$ cat src/rtl/ins_sequencer_pkg.sv
// Shared opcode, field-position and state definitions for the instruction sequencer.
// Word layout: [15:14] opcode, [13:12] decoder channel select, [11:0] payload.
package ins_sequencer_pkg;

    localparam logic [1:0] OP_EMIT  = 2'b00;
    localparam logic [1:0] OP_DELAY = 2'b01;
    localparam logic [1:0] OP_JUMP  = 2'b10;
    localparam logic [1:0] OP_HALT  = 2'b11;

    localparam int unsigned OPC_MSB = 15;
    localparam int unsigned SEL_MSB = 13;
    localparam int unsigned PAY_MSB = 11;
    localparam int unsigned PAY_W   = PAY_MSB + 1;

    typedef enum logic [2:0] {
        StIdle   = 3'd0,
        StFetch  = 3'd1,
        StDecode = 3'd2,
        StEmit   = 3'd3,
        StDelay  = 3'd4,
        StHalt   = 3'd5
    } seq_state_e;

    function automatic logic [1:0] get_opcode(input logic [15:0] word);
        return word[OPC_MSB -: 2];
    endfunction

    function automatic logic [PAY_W-1:0] get_payload(input logic [15:0] word);
        return word[PAY_MSB:0];
    endfunction

endpackage

$ cat src/rtl/ins_sequencer_delay_cnt.sv
// seq_delay_cnt: 12-bit loadable down-counter with zero flag, used for delay opcodes.
// Decrement saturates at zero so a stray dec cannot wrap the count.
module seq_delay_cnt
    import ins_sequencer_pkg::*;
(
    input  logic             clk,
    input  logic             rst_n,
    input  logic             load,
    input  logic [PAY_W-1:0] load_val,
    input  logic             dec,
    output logic             zero
);

    logic [PAY_W-1:0] cnt_q;

    always_ff @(posedge clk or negedge rst_n) begin
        if (!rst_n) begin
            cnt_q <= '0;
        end else if (load) begin
            cnt_q <= load_val;
        end else if (dec && (cnt_q != '0)) begin
            cnt_q <= cnt_q - PAY_W'(1);
        end
    end

    assign zero = (cnt_q == '0);

endmodule

$ cat src/rtl/ins_sequencer.sv
// Instruction sequencer: fetches words from a synchronous ROM, runs delay/jump/halt locally
// and hands emit words to the decoder over valid/ready. Option macro: SEQ_INS_HOLD_EN.
module ins_sequencer
    import ins_sequencer_pkg::*;
#(
    parameter int unsigned AW         = 8,
    parameter int unsigned START_ADDR = 0
) (
    input  logic          clk,
    input  logic          rst_n,
    input  logic          start,
    output logic          mem_rd_en,
    output logic [AW-1:0] mem_addr,
    input  logic [15:0]   mem_rdata,
    output logic [15:0]   ins,
    output logic          ins_valid,
    input  logic          ins_ready,
    output logic          busy,
    output logic          halted
);

    localparam logic [AW-1:0] START_PC = AW'(START_ADDR);

    seq_state_e    state_q, state_d;
    logic [AW-1:0] pc_q, pc_d, pc_inc;
    logic [15:0]   ins_q, ins_d;
    logic          valid_q, valid_d;
    logic          rd_en_q, busy_q, halted_q;
    logic          cnt_load, cnt_dec, cnt_zero;

    assign pc_inc = pc_q + AW'(1);

    seq_delay_cnt u_delay_cnt (
        .clk      (clk),
        .rst_n    (rst_n),
        .load     (cnt_load),
        .load_val (get_payload(mem_rdata)),
        .dec      (cnt_dec),
        .zero     (cnt_zero)
    );

    always_comb begin
        state_d  = state_q;
        pc_d     = pc_q;
        ins_d    = ins_q;
        valid_d  = valid_q;
        cnt_load = 1'b0;
        cnt_dec  = 1'b0;
        unique case (state_q)
            StIdle, StHalt: begin
                if (start) begin
                    pc_d    = START_PC;
                    state_d = StFetch;
                end
            end
            StFetch: state_d = StDecode;
            StDecode: begin
                unique case (get_opcode(mem_rdata))
                    OP_EMIT: begin
                        ins_d   = mem_rdata;
                        valid_d = 1'b1;
                        state_d = StEmit;
                    end
                    OP_DELAY: begin
                        cnt_load = 1'b1;
                        state_d  = StDelay;
                    end
                    OP_JUMP: begin
                        pc_d    = mem_rdata[AW-1:0];
                        state_d = StFetch;
                    end
                    OP_HALT: state_d = StHalt;
                endcase
            end
            StEmit: begin
                if (ins_ready) begin
                    valid_d = 1'b0;
                    pc_d    = pc_inc;
                    state_d = StFetch;
`ifndef SEQ_INS_HOLD_EN
                    ins_d   = '0;
`endif
                end
            end
            StDelay: begin
                if (cnt_zero) begin
                    pc_d    = pc_inc;
                    state_d = StFetch;
                end else begin
                    cnt_dec = 1'b1;
                end
            end
            default: state_d = StIdle;
        endcase
    end

    // Status outputs are registered from the next state so they line up with state_q.
    always_ff @(posedge clk or negedge rst_n) begin
        if (!rst_n) begin
            state_q  <= StIdle;
            pc_q     <= START_PC;
            ins_q    <= '0;
            valid_q  <= 1'b0;
            rd_en_q  <= 1'b0;
            busy_q   <= 1'b0;
            halted_q <= 1'b0;
        end else begin
            state_q  <= state_d;
            pc_q     <= pc_d;
            ins_q    <= ins_d;
            valid_q  <= valid_d;
            rd_en_q  <= (state_d == StFetch);
            busy_q   <= (state_d != StIdle) && (state_d != StHalt);
            halted_q <= (state_d == StHalt);
        end
    end

    assign mem_rd_en = rd_en_q;
    assign mem_addr  = pc_q;
    assign ins       = ins_q;
    assign ins_valid = valid_q;
    assign busy      = busy_q;
    assign halted    = halted_q;

endmodule

$ cat config.mk
export PLATFORM = sky130hd
export DESIGN_NAME = ins_sequencer
export DESIGN_NICKNAME = d
export VERILOG_FILES = /design/src/rtl/ins_sequencer_pkg.sv /design/src/rtl/ins_sequencer_delay_cnt.sv /design/src/rtl/ins_sequencer.sv
export SDC_FILE = /design/constraint.sdc
export NUM_CORES = 1
export LEC_CHECK = 0
export ABC_AREA = 1
export CAP_MARGIN = 20
export CORE_MARGIN = 8
export CORE_UTILIZATION = 35
export CTS_BUF_LIST = sky130_fd_sc_hd__clkbuf_16
export DETAILED_ROUTE_END_ITERATION = 16
export PLACE_DENSITY = 0.56
export SLEW_MARGIN = 10
export SYNTH_ARGS = -nofsm -noshare
export SYNTH_HDL_FRONTEND = slang
export SYNTH_HIERARCHICAL = 1
export SYNTH_SLANG_ARGS = --single-unit
$ cat constraint.sdc
create_clock -name clk -period 2.3 [get_ports clk]
set_input_delay 0.46 -clock clk [delete_from_list [all_inputs] [get_ports clk]]
set_output_delay 0.46 -clock clk [all_outputs]
set_load 0.02 [all_outputs]
# --- Word-level counts from Yosys, hierarchy flattened ---
# Index checks and enable logic that the tools add are counted.
totals:
  out_inout_bits: 28
  inputBits: 20
  reg_bits: 43
  elab_cells: 61
op_classes:
  reduce_logical: 13
  n_addsub: 2
  n_eq_ne: 16
  n_mux: 22
op_table:
  columns: ["op", "count"]
  rows:
  - ["$mux 16", 2]
  - ["$mux 8", 4]
  - ["$pmux 16 s2", 1]
  - ["$pmux 8 s4", 1]
  - ["$mux 12", 2]
  - ["$pmux 3 s5", 1]
  - ["$logic_not 12->1", 1]
  - ["$pmux 3 s4", 1]
  - ["$reduce_bool 12->1", 1]
  - ["$sub 12x1->12 const B", 1]
  - ["$ne 2x2->1 const B", 5]
  - ["$eq 3x3->1 const B", 3]
  - ["$mux 3", 3]
  - ["$add 8x1->8 const B", 1]
  - ["$eq 3x1->1 const B", 2]
  - ["$eq 3x2->1 const B", 2]
  - ["$mux 1", 6]
  - ["$reduce_and 5->1", 1]
  - ["$eq 2x2->1 const B", 2]
  - ["$reduce_bool 2->1", 2]
  - ["$reduce_bool 4->1", 1]
  - ["$logic_not 3->1", 1]
  - ["$ne 3x3->1 const B", 1]
  - ["$reduce_and 3->1", 1]
  - ["6 further kinds", 7]

# --- Logic depth before layout (Yosys ltp) ---
logic_depth:
  ltp_word: 6
  depth_mapped: 11
  mapped_depth_nobuf: 10

# --- By module ---
# Netlist, hierarchy kept.
by_module_without_submodules:
  columns: ["module", "seq_area_each_um2", "n_inst", "area_each_um2", "cells_each"]
  rows:
  - ["ins_sequencer", 775.7, 1, 1626.6, 219]
  - ["seq_delay_cnt", 300.3, 1, 904.6, 130]

# --- Worst setup path after synthesis ---
# No wires, ideal clock.
synth_path:
  path_type: "register -> register"
  from: "register state_q[2]"
  to: "register u_delay_cnt.cnt_q[10]"
  t_arrival_ns: 1.831
  n_path_buf: 1
  slack_ns: 0.352
  synth_period_minus_slack_ns: 1.948
  path_stages_with_launch: 11
  required_ns: 2.183
  setup_time_ns: 0.117
  cell_sequence: "dfrtp_1 > inv_2 > nand2_1 > nor2_4 > buf_4 > inv_1 > nor2_1 > clkinv_1 > or2_2 > nand3_2 > nand2_1"
synth_via:
  word_cells_on_any_way: 7
  cone_classes: "2 x eq/ne; 3 x mux; 2 x reduce/logical"
synth_lines:
  columns: ["item", "line_no", "text"]
  rows:
  - ["start, declared", "ins_sequencer.sv:24", "seq_state_e state_q, state_d;"]
  - ["start signal, assigned", "ins_sequencer.sv:100", "state_q <= StIdle;"]
  - ["start signal, assigned", "ins_sequencer.sv:108", "state_q <= state_d;"]
  - ["$eq 3x2->1 (*)", "ins_sequencer.sv:49", "unique case (state_q)"]
  - ["$mux 1 (*)", "ins_sequencer.sv:49", null]
  - ["via cnt_load", "ins_sequencer.sv:29", "logic cnt_load, cnt_dec, cnt_zero;"]
  - ["$mux 12 or $reduce_bool 2->1 (tied branches)", null, null]
  - ["end signal, assigned", "ins_sequencer_delay_cnt.sv:20", "cnt_q <= load_val;"]
  - ["end signal, assigned", "ins_sequencer_delay_cnt.sv:22", "cnt_q <= cnt_q - PAY_W'(1);"]
  - ["end, declared", "ins_sequencer_delay_cnt.sv:14", "logic [PAY_W-1:0] cnt_q;"]
# Mark *: on every way through the listed nets, which the timed path passes. The rest lies on a longest branch.
# A chain may end at the register's enable or synchronous reset.

# --- Worst setup path after layout ---
layout_path:
  from: "register u_delay_cnt.cnt_q[9]"
  to: "register pc_q[4] (netlist: mem_addr[4])"
layout_via:
  elab_chain_cells: 3
layout_rtl:
  columns: ["item", "line_no", "text"]
  rows:
  - ["$logic_not 12->1", "ins_sequencer_delay_cnt.sv:26", "assign zero = (cnt_q == '0);"]
  - ["via cnt_zero", "ins_sequencer.sv:29", null]
  - ["$ne 2x2->1 (no source line)", null, null]
  - ["$reduce_and 5->1 (no source line)", null, null]
  - ["end signal, assigned", "ins_sequencer.sv:109", "pc_q <= pc_d;"]
  - ["end, declared", "ins_sequencer.sv:25", "logic [AW-1:0] pc_q, pc_d, pc_inc;"]
# The timed path passes the listed nets, and every way through them passes these cells.

==> qor.yml <==
outcome: "finished clean"
die_y_um: 101
placementRows: 31
setup_viol: 0
first_iter_violations: 74
yosysWarnings: 6
crit_fanout: 8
startpoint_type: "register"
routed_wl_um: 6650
final_util_pct: 46.0
cp.required_ns: 2.47
grt_use_met1_pct: 16.5
syn-cell-area_mm2: 0.00253
synth-compound-area-share_pct: 7.76
grt_overflow: 0
grt_pass1_vias: 2317
worstReg2RegStart: "u_delay_cnt/cnt_q[9]$_DFFE_PN0P_"
timing.rr.end: "mem_addr[4]$_DFFE_PN0P_"
swShare_pct: 44.6
viasPerCell: 4.63
drv_slew: 0
post_synth_and_or_nand_nor_area_fraction_pct: 38.0
vias: 2340
place.detailed.hpwl_um: 5010
grt_usage_pct: 14.0
synth-seq-area-share_pct: 42.5
min_period_ns: 1.95
synth_cells: 349
ios: 48
initial_utilization_pct: 35.5
seq_power_share_pct: 31.3
critical_path_class: "reg -> reg"
final.fill_count: 749
finalSetupTns_ns: 0
cts_inserted_buffers: 5
port-buffer-count: 47
maxCapViolations: 0
die-area_mm2: 0.0102
critPathArrivalTime_ns: 2.12
worstSkewPairLatency_ns: 0.28
fmax_mhz: 512
switching_power_mw: 1.84
grt_start_max_net_pins: 44
use_met3_pct: 3.25
synth_nets: 372
p_leak_nw: 1.58
ys_seq_elements: 43
cts_root_buffer: "clkbuf_16"
crit_path_end: "mem_addr[4]$_DFFE_PN0P_"
yosysUniqueCellTypes: 31
grt_pass1_wl_um: 11400
ctsLongestPathBuffers: 2
power_frac_clock_pct: 16.4
cp-end-kind: "register"
synth_fa_ha_area_share_pct: 1.48
tightest_slew_ns: 0.559
p_int_mw: 2.29
r2r_cells: 9
use_met2_pct: 24.3
ir_drop_mv: 0.453
synth_top_family_by_area: "simple AND/OR/NAND/NOR gates"
cts.sinks: 43
area_growth_pct: 29.8
pre_cts_slack_ns: 0.140
ctsResizeCount: 0
relSlewSlack_pct: 62.7
rsz0062_at_grt: "false"
hold_buffers: 0
busiest_layer: "met2"
fp.dieW_um: 101
yosys_most_used_dff: "dfrtp_1"
diodes: 0
period_share_pct: 85.0
drt_first_pass_iters: 7
drc: 0
drive_gt1_share_pct: 11.1
core_mm2: 0.00714
cts_tree: "built"
crit_start: "u_delay_cnt/cnt_q[9]$_DFFE_PN0P_"
combPwrFrac_pct: 52.4
place.gp.congestion: 0.883
drt-wirelength-per-cell_um: 13.2
htree_num_levels: 2
synth_xor_area_share_pct: 1.38
async_flop_share_pct: 100
detail-route-antenna-nets: 0
postCtsSetupRepairBufs: 0
clkTransAtPathRegs_ns: 0.06
avgSynthCellArea_um2: 7.25
hp-class: "in -> async"
muxShareOfSynthArea_pct: 0
power.density_mw_per_mm2: 1260
layout.nets: 428
setup_slack_ns: 0.345
r2r_slack_ns: 0.35
antenna_found_initial: 0
finalHoldViolations: 0
synth_edf_count: 0
clock_skew_ns: 0.00696
==> Yosys cell counts (3+ instances only) <==
library cell    n  share of area, %
inv_1          43               6.4
nor2_2          4              0.99
or2_2           5               1.2
o21ai_1         6               1.2
o21ai_2         3               1.0
ha_1            3               1.5
nand2_2         6               1.5
nand3_1        57                11
nor2_1         23               3.4
clkbuf_1        3              0.44
nand2_1       105                16
dfrtp_1        43                43
xnor2_1         3               1.0
nor2_4          3               1.3
o21ai_0        17               3.4
==> power groups by stage <==
| stage | registers [mW] | clock network [mW] | logic, mW |
|---|---|---|---|
| 2_1_floorplan | 1.44 | 0 | 1.31 |
| 3_3_place_gp | 1.30 | 0 | 2.17 |
| 3_5_place_dp | 1.30 | 0 | 2.18 |
| 4_1_cts | 1.29 | 0.688 | 2.19 |
| 5_1_grt | 1.33 | 0.714 | 2.43 |
| 6_report | 1.29 | 0.675 | 2.16 |
==> registers in the layout, indices dropped and copies added (netlist names) <==
register / count
busy: 1
u_delay_cnt/cnt_q: 12
mem_rd_en: 1
ins_valid: 1
state_q: 3
ins: 16
halted: 1
mem_addr: 8
==> per-stage QoR <==
stage | instance area, µm² | hold slack, ns | power [mW] | cells
floorplan | 2530 | 0.164 | 2.74 | 349
global placement | 3150 | 0.484 | 3.47 | 497
detailed placement | 3150 | 0.491 | 3.47 | 497
CTS | 3290 | 0.282 | 4.17 | 505
global route | 3290 | 0.316 | 4.47 | 505
finish | 3290 | 0.252 | 4.13 | 505
==> cell families (layout without fill, tap and decap cells) <==
group	after synthesis	after routing
buffers and inverters	55	112
DFF	43	43
AOI/OAI and AO/OA	33	33
adders and majority gates	3	3
and+or+nand+nor	211	211
xor gates and xnor gates	4	4
==> routing by layer <==
metal / vias up / routed length (µm)
met5: - / 0
met4: 0 / 81
met3: 6 / 338
met2: 42 / 3190
met1: 1070 / 3040
li1: 1222 / -
==> final cells by class <==
type                            instances  area, µm²  area share, %
Clock buffer                            5        125           3.81
Clock inverter                          3       12.5          0.381
Inverter                               47        176           5.37
Multi-Input combinational cell        251       1230           37.5
Sequential cell                        43       1080           32.7
Tap cell                               99        124           3.77
Timing Repair Buffer                   57        541           16.5
==> cell usage in the layout, fill, tap and decap left out, types with 3 or more instances in the layout <==
cell type and instances:
clkbuf_16 5, nand2_1 105, o21ai_2 3, xnor2_1 3
o21ai_1 6, nor2_1 23, nand2_2 6, nor2_2 4
nor2_4 3, dfrtp_1 43, buf_4 10, inv_1 45
clkdlybuf4s50_1 46, or2_2 5, o21ai_0 17, nand3_1 57
ha_1 3
==> worst min-delay path by stage <==
stage / slack, ns / start / end
5_1_grt: 0.32 / rst_n / mem_addr[5]$_DFFE_PN0P_
6_report: 0.25 / rst_n / mem_addr[1]$_DFFE_PN0P_
4_1_cts: 0.28 / rst_n / halted$_DFF_PN0_
3_5_place_dp: 0.49 / ins[15]$_DFFE_PN0P_ / ins[15]$_DFFE_PN0P_
2_1_floorplan: 0.16 / rst_n / busy$_DFF_PN0_
3_3_place_gp: 0.48 / ins[14]$_DFFE_PN0P_ / ins[14]$_DFFE_PN0P_
==> worst max-delay path, stage by stage, from the launching register on <==
cell and delay, ns:
dfrtp_1 0.41, nor2_2 0.18, nand2_1 0.12, nor3_1 0.31
nand3b_1 0.24, nand2_1 0.12, nor2_4 0.18, nand2_2 0.14
nand2_1 0.09, nand2_1 0.05
Note: power is estimated with default switching activity, not from simulation.
